[config.mk]
export PLATFORM = sky130hd
export DESIGN_NAME = bcd_count_2digit
export DESIGN_NICKNAME = d
export VERILOG_FILES = /design/src/rtl/bcd_count_2digit_pkg.sv /design/src/rtl/bcd_count_2digit_sync.sv /design/src/rtl/bcd_count_2digit.sv
export SDC_FILE = /design/constraint.sdc
export NUM_CORES = 1
export LEC_CHECK = 0
export BUFFER_PORTS_ARGS = -buffer_cell sky130_fd_sc_hd__buf_4
export CAP_MARGIN = 25
export CORE_UTILIZATION = 55
export CTS_CLUSTER_DIAMETER = 50
export DETAILED_ROUTE_END_ITERATION = 7
export GPL_ROUTABILITY_DRIVEN = 0
export HOLD_SLACK_MARGIN = 0.12
export PLACE_DENSITY = 0.74
export REMOVE_ABC_BUFFERS = 1
export SYNTH_ARGS = -nofsm -noshare
export SYNTH_HDL_FRONTEND = slang
export SYNTH_SLANG_ARGS = --single-unit
[constraint.sdc]
create_clock -name clk -period 5 [get_ports clk]
set_input_delay 1 -clock clk [delete_from_list [all_inputs] [get_ports clk]]
set_output_delay 1 -clock clk [all_outputs]
set_load 0.01 [all_outputs]
[src/rtl/bcd_count_2digit_pkg.sv]
// Shared definitions for the two-digit BCD counter: digit limit, run-state
// encoding and prescaler sizing / load saturation helpers.
package bcd_count_2digit_pkg;

    localparam logic [3:0] BCD_MAX = 4'd9;

    typedef enum logic {
        ST_STOPPED = 1'b0,
        ST_RUNNING = 1'b1
    } state_t;

    function automatic int presc_width(input int div);
        return $clog2(div);
    endfunction

    // Switch values above 9 are not valid BCD; clamp them to the largest digit.
    function automatic logic [3:0] bcd_sat(input logic [3:0] value);
        return (value > BCD_MAX) ? BCD_MAX : value;
    endfunction

endpackage

[src/rtl/bcd_count_2digit_sync.sv]
// Input conditioner: SYNC_STAGES-deep synchronizer followed by a registered
// rising-edge detector producing a one-cycle pulse.
module btn_sync_edge
    import bcd_count_2digit_pkg::*;
#(
    parameter int SYNC_STAGES = 2
) (
    input  logic clk,
    input  logic reset,
    input  logic din,
    output logic level,
    output logic rise
);

    logic [SYNC_STAGES-1:0] sync_q, sync_d;
    logic                   prev_q, prev_d;
    logic                   rise_q, rise_d;

    always_comb begin
        sync_d = {sync_q[SYNC_STAGES-2:0], din};
        prev_d = sync_q[SYNC_STAGES-1];
        rise_d = sync_q[SYNC_STAGES-1] & ~prev_q;
    end

    always_ff @(posedge clk or posedge reset) begin
        if (reset) begin
            sync_q <= '0;
            prev_q <= 1'b0;
            rise_q <= 1'b0;
        end else begin
            sync_q <= sync_d;
            prev_q <= prev_d;
            rise_q <= rise_d;
        end
    end

    assign level = sync_q[SYNC_STAGES-1];
    assign rise  = rise_q;

endmodule

[src/rtl/bcd_count_2digit.sv]
// Two-digit BCD up/down counter with start/stop run state, clear, parallel
// load and a terminal-count pulse on every tick-caused wrap.
module bcd_count_2digit
    import bcd_count_2digit_pkg::*;
#(
    parameter int TICK_DIV    = 100_000_000,
    parameter int SYNC_STAGES = 2
) (
    input  logic       clk,
    input  logic       reset,
    input  logic       start_stop,
    input  logic       clear,
    input  logic       load,
    input  logic       up_down,
    input  logic [3:0] load_ones,
    input  logic [3:0] load_tens,
    output logic [3:0] ones,
    output logic [3:0] tens,
    output logic       running,
    output logic       tc
);

    localparam int               PRE_W    = presc_width(TICK_DIV);
    localparam logic [PRE_W-1:0] PRE_LAST = PRE_W'(TICK_DIV - 1);
    localparam logic [PRE_W-1:0] PRE_ONE  = PRE_W'(1);

    logic ss_rise, clr_rise, ld_rise, count_up;
    logic ss_level_unused, clr_level_unused, ld_level_unused, ud_rise_unused;

    btn_sync_edge #(.SYNC_STAGES(SYNC_STAGES)) u_sync_ss (
        .clk(clk), .reset(reset), .din(start_stop), .level(ss_level_unused), .rise(ss_rise)
    );
    btn_sync_edge #(.SYNC_STAGES(SYNC_STAGES)) u_sync_clr (
        .clk(clk), .reset(reset), .din(clear), .level(clr_level_unused), .rise(clr_rise)
    );
    btn_sync_edge #(.SYNC_STAGES(SYNC_STAGES)) u_sync_ld (
        .clk(clk), .reset(reset), .din(load), .level(ld_level_unused), .rise(ld_rise)
    );
    btn_sync_edge #(.SYNC_STAGES(SYNC_STAGES)) u_sync_ud (
        .clk(clk), .reset(reset), .din(up_down), .level(count_up), .rise(ud_rise_unused)
    );

    state_t           state_q, state_d;
    logic [PRE_W-1:0] pre_q, pre_d;
    logic [3:0]       ones_q, ones_d, tens_q, tens_d;
    logic             tc_q, tc_d;
    logic             tick;

    assign tick = (state_q == ST_RUNNING) && (pre_q == PRE_LAST);

    always_comb begin
        state_d = state_q;
        if (ss_rise) begin
            state_d = (state_q == ST_STOPPED) ? ST_RUNNING : ST_STOPPED;
        end
    end

    // Prescaler restarts whenever the count is disturbed so the first step
    // after a start, clear or load is always a full TICK_DIV period away.
    always_comb begin
        pre_d = (pre_q == PRE_LAST) ? '0 : pre_q + PRE_ONE;
        if (state_q == ST_STOPPED || state_d == ST_STOPPED || clr_rise || ld_rise) begin
            pre_d = '0;
        end
    end

    always_comb begin
        ones_d = ones_q;
        tens_d = tens_q;
        tc_d   = 1'b0;
        if (clr_rise) begin
            ones_d = 4'd0;
            tens_d = 4'd0;
        end else if (ld_rise) begin
            ones_d = bcd_sat(load_ones);
            tens_d = bcd_sat(load_tens);
        end else if (tick) begin
            if (count_up) begin
                if (ones_q == BCD_MAX) begin
                    ones_d = 4'd0;
                    if (tens_q == BCD_MAX) begin
                        tens_d = 4'd0;
                        tc_d   = 1'b1;
                    end else begin
                        tens_d = tens_q + 4'd1;
                    end
                end else begin
                    ones_d = ones_q + 4'd1;
                end
            end else begin
                if (ones_q == 4'd0) begin
                    ones_d = BCD_MAX;
                    if (tens_q == 4'd0) begin
                        tens_d = BCD_MAX;
                        tc_d   = 1'b1;
                    end else begin
                        tens_d = tens_q - 4'd1;
                    end
                end else begin
                    ones_d = ones_q - 4'd1;
                end
            end
        end
    end

    always_ff @(posedge clk or posedge reset) begin
        if (reset) begin
            state_q <= ST_STOPPED;
            pre_q   <= '0;
            ones_q  <= 4'd0;
            tens_q  <= 4'd0;
            tc_q    <= 1'b0;
        end else begin
            state_q <= state_d;
            pre_q   <= pre_d;
            ones_q  <= ones_d;
            tens_q  <= tens_d;
            tc_q    <= tc_d;
        end
    end

    assign ones    = ones_q;
    assign tens    = tens_q;
    assign running = (state_q == ST_RUNNING);
    assign tc      = tc_q;

endmodule
==> reports/metrics.cfg, run 1 <==
[status]
status=finished, final reports clean

[clock_network]
cts-resized-gates=0
postCtsSetupBuffers=0
clkLatencyLatePin_ns=0.30
clock_sinks=51
cts_tree=built
cts.clk_slew.worst_paths_ns=0.09
numCtsBuffers=5
clockBufferDepth=2
cts.hold.buffers_added=0
htree_levels=2
cts_root_buffer=clkbuf_8

[final_layout]
areaGrowthSynthToFinish_pct=13.0
mostFrequentLayoutCell=dfrtp_1
num_antenna_cells=0
drive_gt1_share_pct=14.7
nets=330
final_cell_mix=dfrtp_1, nor2_1, buf_4

[sta]
fin_worst_skew_ns=0.00914
final-setup-viol-count=0
relSlewSlack_pct=61.1
final-max-slew-violation-count=0
timing.hold.ws_ns=0.355
tightest_slew_ns=0.584
grt_setup_unrepaired=false
max_clock_freq_mhz=394
finalCritPeriodShare_pct=50.7
fin_crit_ns=2.54
tns_ns=0
hold_violations=0

[floorplan]
fp.dieH_um=73.0
core_area_um2=4790
die-area_um2=5330
pin_count=24
initial_utilization_pct=58.0
fp-row-count=25
die_width_um=73.0

[worst_setup_path]
worst-r2r-setup-slack_ns=2.46
timing.rr.end=ones[0]
r2r_start=pre_q[8]
cp_max_fo=8
crit_path_start_kind=flip-flop
end_kind=flip-flop
reg2regPathDepth=5
critPathRequiredTime_ns=5.19
path_class=reg -> reg
critical_path_arrival_ns=2.73

[route]
ant_nets=0
drt_iter0_drc=134
num_vias=2150
drc=0
finalWirelength_um=5300
first_pass_iters=4
routedWlPerCell_um=14.2
viasPerCell=5.75

[place]
hpwl_um=3710
port_buffers=23

[synthesis]
async_flop_share_pct=100
syn_area_um2=2770
synth_cells=288
synth_seq_area_share_pct=46.0
synth_ff_type=dfrtp_1
synth_seq_cells=51
synth_cell_type_count=48
avgSynthCellArea_um2=9.63
yosys_warnings=0
synth-edff-count=0

[grt]
grt_pass1_wl_um=9110
antenna_found_initial=0
grt_max_degree=32
grt_pass1_vias=1914
overflow=0
track_usage_pct=22.3

[min_path]
hold_path.startpoint=u_sync_ud.sync_q[0]
holdPathEnd=u_sync_ud.sync_q[1]
hold_depth=0
hold_path.class=reg -> reg

[pwr]
power.density_nw_per_um2=309
ir_drop_mv=0.219
power_leakage_uw=0.00129

[run]
cap_violations=0

## synthesized netlist by cell type, types with 2 or more instances
library cell	n	area [µm²]
nand3_1	16	80.1
a211oi_1	3	22.5
nor4_1	8	50.1
nand3b_1	3	22.5
o21ai_0	12	60.1
nand4_1	9	56.3
xor2_1	10	87.6
nor4bb_1	2	20.0
inv_1	12	45.0
xnor2_1	14	123
and2_1	3	18.8
or2_2	2	12.5
nor2b_1	9	56.3
nor2_1	34	128
nand2_1	17	63.8
a311oi_1	2	17.5
o31ai_1	3	22.5
and3_1	3	18.8
nand2b_1	4	25.0
nor4_2	2	25.0
ha_1	10	125
a211o_1	2	17.5
and4_1	3	26.3
dfrtp_1	51	1280
nor4b_1	2	17.5
nor3_1	6	30.0
or3_1	4	25.0
clkbuf_1	13	48.8
a31oi_1	7	43.8
a21oi_1	4	20.0
## area by class of cell
cell class,count,area [µm²]
tap,67,83.8
multi-input combinational,211,1400
inverter,12,45.0
sequential,51,1280
clock inverter,2,60.1
timing repair buffer,25,200
fill,403,1650
clock buffer,6,72.6
## per-layer routing
metal	vias to the layer above	GRT usage [%]	routed length [µm]	share of wire [%]
met1	1018	32.9	2610	49
met4	0	8.28	117	2.2
met2	61	32.4	2340	44
met5	-	0	0	0
li1	1061	-	-	-
met3	10	4.70	243	4.6
## worst max-delay path, stage by stage (launching register included)
cell	delay (ns)
dfrtp_1	0.46
or4b_1	0.53
or4_4	0.50
nor4_4	0.41
mux2_4	0.35
o21a_1	0.17
## worst max path at each step
stage              from  endpoint  slack [ns]  cells after the start
3_3_place_gp   pre_q[8]   ones[0]        2.58                      5
6_report       pre_q[8]   ones[0]        2.46                      5
3_5_place_dp   pre_q[8]   ones[0]        2.48                      5
4_1_cts        pre_q[8]   ones[0]        2.47                      5
2_1_floorplan  pre_q[8]   ones[0]        2.70                      5
5_1_grt        pre_q[8]   ones[0]        2.41                      5
## through the flow
stage	total power [µW]	std cells	cell area (µm²)	worst slack (ns)	util (%)
6_report	969	374	3130	2.46	65.5
5_1_grt	1020	374	3130	2.41	65.5
4_1_cts	974	374	3130	2.47	65.5
3_5_place_dp	645	366	3000	2.48	62.7
3_3_place_gp	640	365	2980	2.58	62.3
2_1_floorplan	576	274	2720	2.70	-
## sequential cells by signal, summed over array words and instances, names as in the netlist, 2 cells and up
| signal | cells |
|---|---|
| ones | 4 |
| pre_q | 27 |
| tens | 4 |
| u_sync_clr.sync_q | 2 |
| u_sync_ld.sync_q | 2 |
| u_sync_ss.sync_q | 2 |
| u_sync_ud.sync_q | 2 |
## power breakdown
group          internal [µW]  total [µW]  leakage, µW  switching, µW
clock network            200         330    0.0000654            130
logic                   77.5         172     0.000553           95.0
registers                433         467     0.000672           33.2
## cell families (layout without fill, tap and decap cells)
family | after synthesis | in the layout | synth area share (%)
AOI/OAI and AO/OA | 41 | 41 | 10.0
xor gates and xnor gates | 24 | 24 | 7.58
adders and majority gates | 10 | 10 | 4.51
buffers and inverters | 26 | 45 | 3.65
DFF | 51 | 51 | 46.0
muxes | 2 | 2 | 0.947
and+or+nand+nor | 134 | 134 | 27.3
Power figures use the tool's default switching activity.
==> run 2: changes to the inputs <==
Settings changed: CORE_UTILIZATION 55 to 53, PLACE_DENSITY 0.74 to 0.75.
Clock period 5 ns to 2.12 ns, I/O delays scaled along.
==> run 2 against run 1 <==
Against the previous run:
- power rose by 130%
- final cell count up 5.1%
- design area is 4.8% higher
==> reports/metrics.cfg, run 2 (synthesized netlist as in run 1, its figures left out) <==
[worst_setup_path]
path_class=reg -> reg
critical_path_arrival_ns=2.32  ; -0.41 ns
slowest_delay_ns=0.52  ; about the same
end_kind=flip-flop
critPathRequiredTime_ns=2.32  ; -2.87 ns
crit_chain=or4b_1 -> or4_4 -> nor4_4 -> mux2_4 -> o21a_1
cp_slowest_cell=or4b_1
cp_max_fo=2  ; -6
crit_path_start_kind=flip-flop

[route]
viasPerCell=5.84  ; +1.6%
finalWirelength_um=6110  ; +15%
ant_nets=0  ; unchanged
num_vias=2295  ; +6.7%
drt_iter0_drc=211  ; +57%
drc=0  ; unchanged
routedWlPerCell_um=15.6  ; +9.7%
first_pass_iters=5  ; +1

[clock_network]
clock_sinks=51  ; unchanged
numCtsBuffers=5  ; unchanged
cts.hold.buffers_added=0  ; unchanged
clkLatencyLatePin_ns=0.30  ; about the same
htree_levels=2  ; unchanged
cts_root_buffer=clkbuf_8
cts_tree=built
cts.clk_slew.worst_paths_ns=0.09  ; about the same
clockBufferDepth=2  ; unchanged

[pwr]
power_leakage_uw=0.00139  ; +7.5%
power.density_nw_per_um2=689  ; +120%
ir_drop_mv=0.546  ; +150%

[min_path]
hold_path.class=in -> reg

[final_layout]
nets=349  ; +5.8%
largest_register=pre_q
fill_cells=391  ; -3.0%
stdcell_count=393  ; +5.1%
mostFrequentLayoutCell=dfrtp_1
largest_register_ffs=27  ; unchanged
drive_gt1_share_pct=22.1  ; +7.4 points
num_antenna_cells=0  ; unchanged
areaGrowthSynthToFinish_pct=18.4
post-route-util_pct=67.3  ; +1.8 points
final_area_um2=3280  ; +4.8%
final_cell_mix=dfrtp_1, buf_4, nor2_1

[grt]
overflow=0  ; unchanged
grt_pass1_vias=2175  ; +14%
track_usage_pct=24.6  ; +2.3 points
grt_pass1_wl_um=10300  ; +13%
grt_max_degree=52  ; +63%
antenna_found_initial=0  ; unchanged

[floorplan]
fp.dieH_um=74.3  ; +1.8%
initial_utilization_pct=56.8  ; -1.1 points
die_width_um=74.3  ; +1.8%
die-area_um2=5530  ; +3.7%
pin_count=24  ; unchanged
fp-row-count=25  ; unchanged
core_area_um2=4880  ; +2.0%

[sta]
final-max-slew-violation-count=0  ; unchanged
final-setup-viol-count=0  ; unchanged
fin_worst_skew_ns=0.0112  ; +0.00210 ns
finalCritPeriodShare_pct=99.7  ; +49 points
relSlewSlack_pct=57.5  ; -3.6 points
fin_crit_ns=2.11  ; -0.422 ns
max_clock_freq_mhz=473  ; +20%
tightest_slew_ns=0.637  ; +0.0534 ns
hold_violations=0  ; unchanged
grt_setup_unrepaired=true

[run]
cap_violations=0  ; unchanged

[place]
post_dp_cell_area_um2=3140  ; +4.5%
port_buffers=23  ; unchanged
dp_cells=384  ; +4.9%
hpwl_um=4210  ; +13%

[status]
status=finished, final reports clean

==> run 2: final cells by class <==
class                           count  area (µm²)  share of cell area (%)
Tap cell                           67        83.8                    2.55
Inverter                           12        45.0                    1.37
Timing Repair Buffer               44         343                    10.4
Multi-Input combinational cell    211        1420                    43.2
Clock inverter                      2        35.0                    1.07
Clock buffer                        6        82.6                    2.51
Sequential cell                    51        1280                    38.9
==> run 2: path summary, 6_finish.rpt <==
check	start	endpoint	slack [ns]	cells past startpoint
max in group asynchronous	reset	pre_q[26]	1.41	3
min in group asynchronous	reset	pre_q[24]	0.29	3
hold / removal	start_stop	u_sync_ss.sync_q[0]	0.23	1
setup / recovery	pre_q[25]	ones[0]	0.006	5
hold reg to reg	u_sync_ud.sync_q[0]	u_sync_ud.sync_q[1]	0.36	0
setup reg to reg	pre_q[25]	ones[0]	0.006	5
==> run 2: worst max-delay path, delay by kind of cell (launching register included) <==
kind	cells	cell delay, ns
AO/OA/AOI/OAI	1	0.17
flip-flops	1	0.39
multiplexers	1	0.32
AND/OR/NAND/NOR	3	1.14
==> run 2: per-stage QoR <==
stage	hold slack, ns	worst slack (ns)	setup TNS (ns)	power (µW)
after CTS	0.223	-0.0745	-0.121	2260
after global placement	0.333	-0.0187	-0.0187	1560
after global routing	0.211	-0.0626	-0.114	2380
after detailed placement	0.341	-0.0741	-0.214	1570
final	0.230	0.00601	0	2260
after floorplan	0.331	-0.181	-2.98	1360
==> run 2: per-layer routing <==
metal	wire length (µm)	vias up	track usage [%]
met5	0	-	0
met4	55	0	8.39
met3	368	8	5.15
met2	2800	94	37.3
met1	2890	1102	35.4
li1	-	1091	-
==> run 2: repair_timing <==
action,4_1_cts,5_1_grt
pin swaps,5,2
gates cloned,0,0
gates resized for setup,1,6
setup buffers,1,0
endpoints found under the setup margin,5,9
==> run 2: power by group <==
part           switching, µW  internal, µW
clock network            317           382
logic                    251           221
registers               68.1          1020
